## src/rtl/instruction_fetch_stage.sv

```systemverilog
// PC register and IF/ID pipeline register: fetches from a zero-latency instruction memory,
// with stall hold, EX-stage redirect and bubble insertion.
module instruction_fetch_stage #(
  parameter int                    ADDR_WIDTH = 32,
  parameter int                    DATA_WIDTH = 32,
  parameter logic [ADDR_WIDTH-1:0] RESET_PC   = '0,
  parameter logic [DATA_WIDTH-1:0] NOP_INSTR  = 32'h0000_0013
) (
  input  logic                  clk_i,
  input  logic                  rst_i,
  input  logic                  stall_i,
  input  logic                  redirect_i,
  input  logic [ADDR_WIDTH-1:0] redirect_pc_i,
  output logic [ADDR_WIDTH-1:0] imem_addr_o,
  input  logic [DATA_WIDTH-1:0] imem_instr_i,
  output logic [ADDR_WIDTH-1:0] if_id_pc_o,
  output logic [ADDR_WIDTH-1:0] if_id_pc4_o,
  output logic [DATA_WIDTH-1:0] if_id_instr_o,
  output logic                  if_id_valid_o,
  output logic                  misaligned_o,
  output logic [31:0]           fetch_count_o
);

  logic [ADDR_WIDTH-1:0] r_pc;
  logic [ADDR_WIDTH-1:0] r_if_id_pc;
  logic [ADDR_WIDTH-1:0] r_if_id_pc4;
  logic [DATA_WIDTH-1:0] r_if_id_instr;
  logic                  r_if_id_valid;
  logic                  r_misaligned;
  logic [31:0]           r_fetch_count;
  logic [ADDR_WIDTH-1:0] w_pc4;
  logic [ADDR_WIDTH-1:0] w_redirect_aligned;

  // PC+4 wraps modulo 2^ADDR_WIDTH by construction of the adder width.
  assign w_pc4              = r_pc + ADDR_WIDTH'(4);
  assign w_redirect_aligned = {redirect_pc_i[ADDR_WIDTH-1:2], 2'b00};

  always_ff @(posedge clk_i) begin
    if (rst_i) begin
      r_pc          <= RESET_PC;
      r_if_id_pc    <= '0;
      r_if_id_pc4   <= '0;
      r_if_id_instr <= NOP_INSTR;
      r_if_id_valid <= 1'b0;
      r_misaligned  <= 1'b0;
      r_fetch_count <= '0;
    end else if (redirect_i) begin
      // Squash the wrong-path word fetched this cycle; IF/ID PC fields keep their old values.
      r_pc          <= w_redirect_aligned;
      r_if_id_instr <= NOP_INSTR;
      r_if_id_valid <= 1'b0;
      r_misaligned  <= |redirect_pc_i[1:0];
    end else begin
      r_misaligned <= 1'b0;
      if (!stall_i) begin
        r_pc          <= w_pc4;
        r_if_id_pc    <= r_pc;
        r_if_id_pc4   <= w_pc4;
        r_if_id_instr <= imem_instr_i;
        r_if_id_valid <= 1'b1;
        r_fetch_count <= r_fetch_count + 32'd1;
      end
    end
  end

  assign imem_addr_o   = r_pc;
  assign if_id_pc_o    = r_if_id_pc;
  assign if_id_pc4_o   = r_if_id_pc4;
  assign if_id_instr_o = r_if_id_instr;
  assign if_id_valid_o = r_if_id_valid;
  assign misaligned_o  = r_misaligned;
  assign fetch_count_o = r_fetch_count;

endmodule

```

## config.mk

```make
export PLATFORM = sky130hd
export DESIGN_NAME = instruction_fetch_stage
export DESIGN_NICKNAME = d
export VERILOG_FILES = /design/src/rtl/instruction_fetch_stage.sv
export SDC_FILE = /design/constraint.sdc
export NUM_CORES = 1
export LEC_CHECK = 0
export CORE_UTILIZATION = 38
export CTS_CLUSTER_DIAMETER = 80
export DETAILED_ROUTE_END_ITERATION = 6
export GPL_TIMING_DRIVEN = 0
export PLACE_DENSITY = 0.71
export SYNTH_ARGS = -nofsm -noshare
export SYNTH_HDL_FRONTEND = slang
export SYNTH_SLANG_ARGS = --single-unit
```

## constraint.sdc

```tcl
create_clock -name clk_i -period 2.1 [get_ports clk_i]
set_input_delay 0.42 -clock clk_i [delete_from_list [all_inputs] [get_ports clk_i]]
set_output_delay 0.42 -clock clk_i [all_outputs]
set_load 0.05 [all_outputs]
```

Word level (Yosys, flattened, before mapping)
Index checks and enable logic that the tools add are counted.
- add/subtract/negate cells: 2
- multiplexer cells: 2
- equality and inequality tests: 1
- bitwise logic cells: 2
- reduce and logical (&&, ||, !) cells: 4
- operator list (cell ; number):
    2-to-1 mux 32 bit ; 2
    adder 32 x 1 -> 32 bit (second input constant) ; 1
    adder 32 x 3 -> 32 bit (second input constant) ; 1
    OR reduction 2 bit ; 3
    != test 2 x 1 -> 1 bit (second input constant) ; 1
    inverter 1 bit ; 2
    AND reduction 2 bit ; 1
- input bits: 68
- logic and storage cells: 19
- flip-flop bits (word level): 162
- output and inout port bits: 162

Logic depth before layout (Yosys ltp)
- depth in word-level cells: 3
- gate-level depth with buffers: 7
- gate-level depth less buffers: 5

Worst setup path after synthesis
No wires, ideal clock.
- path type: register to register
- start: reg r_pc[2], in the netlist imem_addr_o[2]
- end: reg r_pc[20], in the netlist imem_addr_o[20]
- period minus slack after synthesis: 2553 ps
- required time: 2009 ps
- path slack: -453 ps
- stages on the path, launching flop included: 7
- arrival: 2462 ps
- cell sequence: dfxtp_1 -> ha_1 -> nand4b_4 -> or4_1 -> clkbuf_1 -> or3_1 -> a311oi_1
- word-level cells in the longest chain between the ends: 3
- RTL lines (item ; line ; text):
    start, declared ; 24 ; logic [ADDR_WIDTH-1:0] r_pc;
    start signal, assigned ; 49 ; r_pc <= w_redirect_aligned;
    start signal, assigned ; 56 ; r_pc <= w_pc4;
    adder 32 x 3 -> 32 bit ; 35 ; assign w_pc4 = r_pc + ADDR_WIDTH'(4);
    2-to-1 mux 32 bit ; 55 ; if (!stall_i) begin
    2-to-1 mux 32 bit ; 47 ; end else if (redirect_i) begin
No other way between the ends. The select of a mux whose other input is x is not followed.
A chain may end at the register's enable or synchronous reset.

Final worst setup path
- start: reg r_pc[18], in the netlist imem_addr_o[18]
- end: reg r_pc[24], in the netlist imem_addr_o[24]
Same word-level chain as after synthesis.

==> out/metrics.cfg <==
[outcome]
failed_checks = design-rule violations
run_status = complete, but fails checks

[detailed_routing]
vias_per_cell = 5.45
wl_per_cell_um = 17.7
routed_wl_um = 23500
ant_nets = 0
drt-pass1-iter-count = 7
vias = 7239
drt_drc_violations_left = 16
starting_drt_drc_count = 481

[timing]
relSlewSlack_pct = 52.3
rsz_0062_raised_after_global_routing = yes
fin_worst_skew_ns = 0.00949
timing_max_transition_violations_final = 0
tightestPinTransition_ns = 0.716
final_min_period_over_clock_period_pct = 99.0
finalCriticalPeriod_ns = 2.08
clock.fmax_ghz = 0.481
timing_hold_violations_final = 0
setup_viols_final = 0

[global_route]
pin_count_of_the_biggest_net_entering_global_routing = 17
number_of_global_route_vias_before_repair = 6729
globalRouteMet1Util_pct = 29.9
grt_use_met3_pct = 8.49
top_usage_layer = met2
grt_use_met2_pct = 38.7
globalRoute.totalOverflow = 0
grt_pass1_wl_um = 36400
grt.total_usage_pct = 24.0
number_of_antenna_violations_at_the_first_check_in_global_routing = 0

[setup_path]
crit_type = flip-flop to flip-flop
crit_required_ns = 2.42
worstPathArrival_ns = 2.40
worstSetupEndpointType = flip-flop
critical_path.startpoint_type = flip-flop
worstPathMaxFanout = 9

[cts]
cts.reportedPaths.clkPinSlew_ns = 0.07
clock_path_buffers = 2
tritoncts = yes
numCtsBuffers = 17
root_buffer = sky130_fd_sc_hd__clkbuf_16
cts-htree-levels = 4
worst_skew_pair.late_latency_ns = 0.44
cts.sinks = 156

[power]
power.share.switching_pct = 29.0
p_seq_share_pct = 41.1
p_int_mw = 5.50
share_of_total_power_in_the_clock_network_pct = 41.8
comb_power_share_pct = 17.2
p_leak_nw = 4.14
cellPowerDensity_mw_per_mm2 = 726
report.power.total_mw = 7.74
irDropWorstVdd_mv = 0.610
power.switching_mw = 2.25

[synth]
dominantRegCellSynth = sky130_fd_sc_hd__dfxtp_1
syn-cell-area_mm2 = 0.00712
synth_area_per_cell_um2 = 8.57
commonest_cells_in_the_synthesized_netlist = sky130_fd_sc_hd__dfxtp_1 (156), sky130_fd_sc_hd__nor2_1 (100), sky130_fd_sc_hd__nand2_1 (94)
synth_largest_type_area_fraction_pct = 43.9
synthDistinctLibCells = 56
yosysWarningCount = 0
postSynthRegisterBits = 156
synth_sequential_area_ratio_pct = 43.9
postSynth.asyncResetShare_pct = 0
synth-edff-count = 0
cell_types_with_the_largest_area_share_after_synthesis = sky130_fd_sc_hd__dfxtp_1 (44%), sky130_fd_sc_hd__nor2_1 (5.3%), sky130_fd_sc_hd__nand2_1 (5.0%)
synth_area_leader_cell = sky130_fd_sc_hd__dfxtp_1
post-synth-top-count-cell = sky130_fd_sc_hd__dfxtp_1
postSynthCellCount = 831

[layout]
area_growth_syn_to_layout_pct = 49.7
drive_above_1_share_pct = 13.8
fin_nets = 1157
antenna_cells = 0
finish.cell_count_without_fillers = 1329

[run]
max_cap_viol_count = 0

[die]
die_w_um = 139
die_area_mm2 = 0.0193
chipHeight_um = 139
initial_core_util_pct = 39.2
core_mm2 = 0.0181
rows = 49
design.portCount = 230

[placement]
gpl.final_weighted_congestion = 0.904
detailed_place_hpwl_um = 17100
dpl.cell_count = 1287
place.port_buffers = 222

[min_path]
min-delay-path-class = flip-flop to flip-flop

==> power by group through the flow <==
stage                     Sequential [mW]  Clock [mW]  Combinational (mW)
final                                3.18        3.23                1.33
after global routing                 3.19        3.41                1.40
after CTS                            3.18        3.28                1.32
after detailed placement             3.24           0                1.32
after global placement               3.24           0                1.31
after floorplan                      3.63           0               0.420
==> metal layers <==
layer	share of wire (%)	wire (µm)
met1	42	9910
met2	46	10700
met3	9.8	2310
met4	2.3	545
met5	0	0
==> flip-flops by register name (all words and copies together) (netlist names) <==
register,cells
misaligned_o,1
if_id_valid_o,1
if_id_instr_o,32
imem_addr_o,30
if_id_pc_o,30
if_id_pc4_o,30
fetch_count_o,32
==> timing repair <==
action,CTS,global route
gates resized for setup,60,43
pin swaps,2,7
endpoints found under the setup margin,127,99
setup buffers,3,12
cloned,0,0
hold buffers,0,0
==> stage by stage <==
step | cell area [µm²] | worst slack (ns) | hold WS [ns] | setup TNS, ns | util (%)
3_5_place_dp | 9730 | -0.855 | 0.439 | -72.94 | 53.6
4_1_cts | 10500 | -0.0382 | 0.454 | -0.0528 | 57.7
3_3_place_gp | 9730 | -0.809 | 0.433 | -70.31 | 53.6
2_1_floorplan | 7220 | 0.00416 | 0.545 | 0 | -
5_1_grt | 10700 | -0.105 | 0.471 | -0.363 | 58.7
6_report | 10700 | 0.0205 | 0.451 | 0 | 58.7
==> cell usage in the layout, fill, tap and decap left out, types with 25 or more instances in the layout <==
master                            count
sky130_fd_sc_hd__clkdlybuf4s50_1    179
sky130_fd_sc_hd__dfxtp_1            130
sky130_fd_sc_hd__nor2_1              99
sky130_fd_sc_hd__nand2_1             94
sky130_fd_sc_hd__a21oi_1             56
sky130_fd_sc_hd__a211oi_1            33
sky130_fd_sc_hd__mux2i_1             33
sky130_fd_sc_hd__buf_4               30
sky130_fd_sc_hd__dlygate4sd2_1       28
sky130_fd_sc_hd__xnor2_1             25
sky130_fd_sc_hd__nand4_1             25
==> worst paths after layout <==
path	slack, ns	cells past startpoint	startpoint	endpoint
max	0.02	6	imem_addr_o[18]	imem_addr_o[24]
min	0.45	2	if_id_pc_o[17]	if_id_pc_o[17]
max reg2reg	0.02	6	imem_addr_o[18]	imem_addr_o[24]
min reg2reg	0.45	2	if_id_pc_o[17]	if_id_pc_o[17]
==> cells by family (layout without fill, tap and decap cells) <==
family                     after synthesis  count (layout)  share of synthesized area, %
and+or+nand+nor                        352             352                          26.2
AOI/OAI and AO/OA                      157             157                          14.4
DFF                                    156             156                          43.9
buffers and inverters                   92             356                          5.71
xor gates and xnor gates                37              37                          4.55
muxes                                   34              34                          4.80
adders and majority gates                2               2                         0.351
other                                    1               6                        0.0527
==> worst max-delay path, cell delays in order, from the launching register on <==
cell                        delay [ns]
sky130_fd_sc_hd__dfxtp_4          0.34
sky130_fd_sc_hd__clkbuf_2         0.19
sky130_fd_sc_hd__nand4_1          0.27
sky130_fd_sc_hd__buf_4            0.24
sky130_fd_sc_hd__nor4_2           0.45
sky130_fd_sc_hd__a211oi_1         0.13
sky130_fd_sc_hd__a2111oi_0        0.34
==> layout make-up <==
class	count	area [µm²]
Multi-Input combinational cell	588	3800
Sequential cell	156	3190
Fill cell	1639	7490
Clock inverter	14	165
Tap cell	229	287
Timing Repair Buffer	237	2340
Inverter	14	52.6
Clock buffer	18	450
Buffer	73	377
Power figures use the tool's default switching activity.
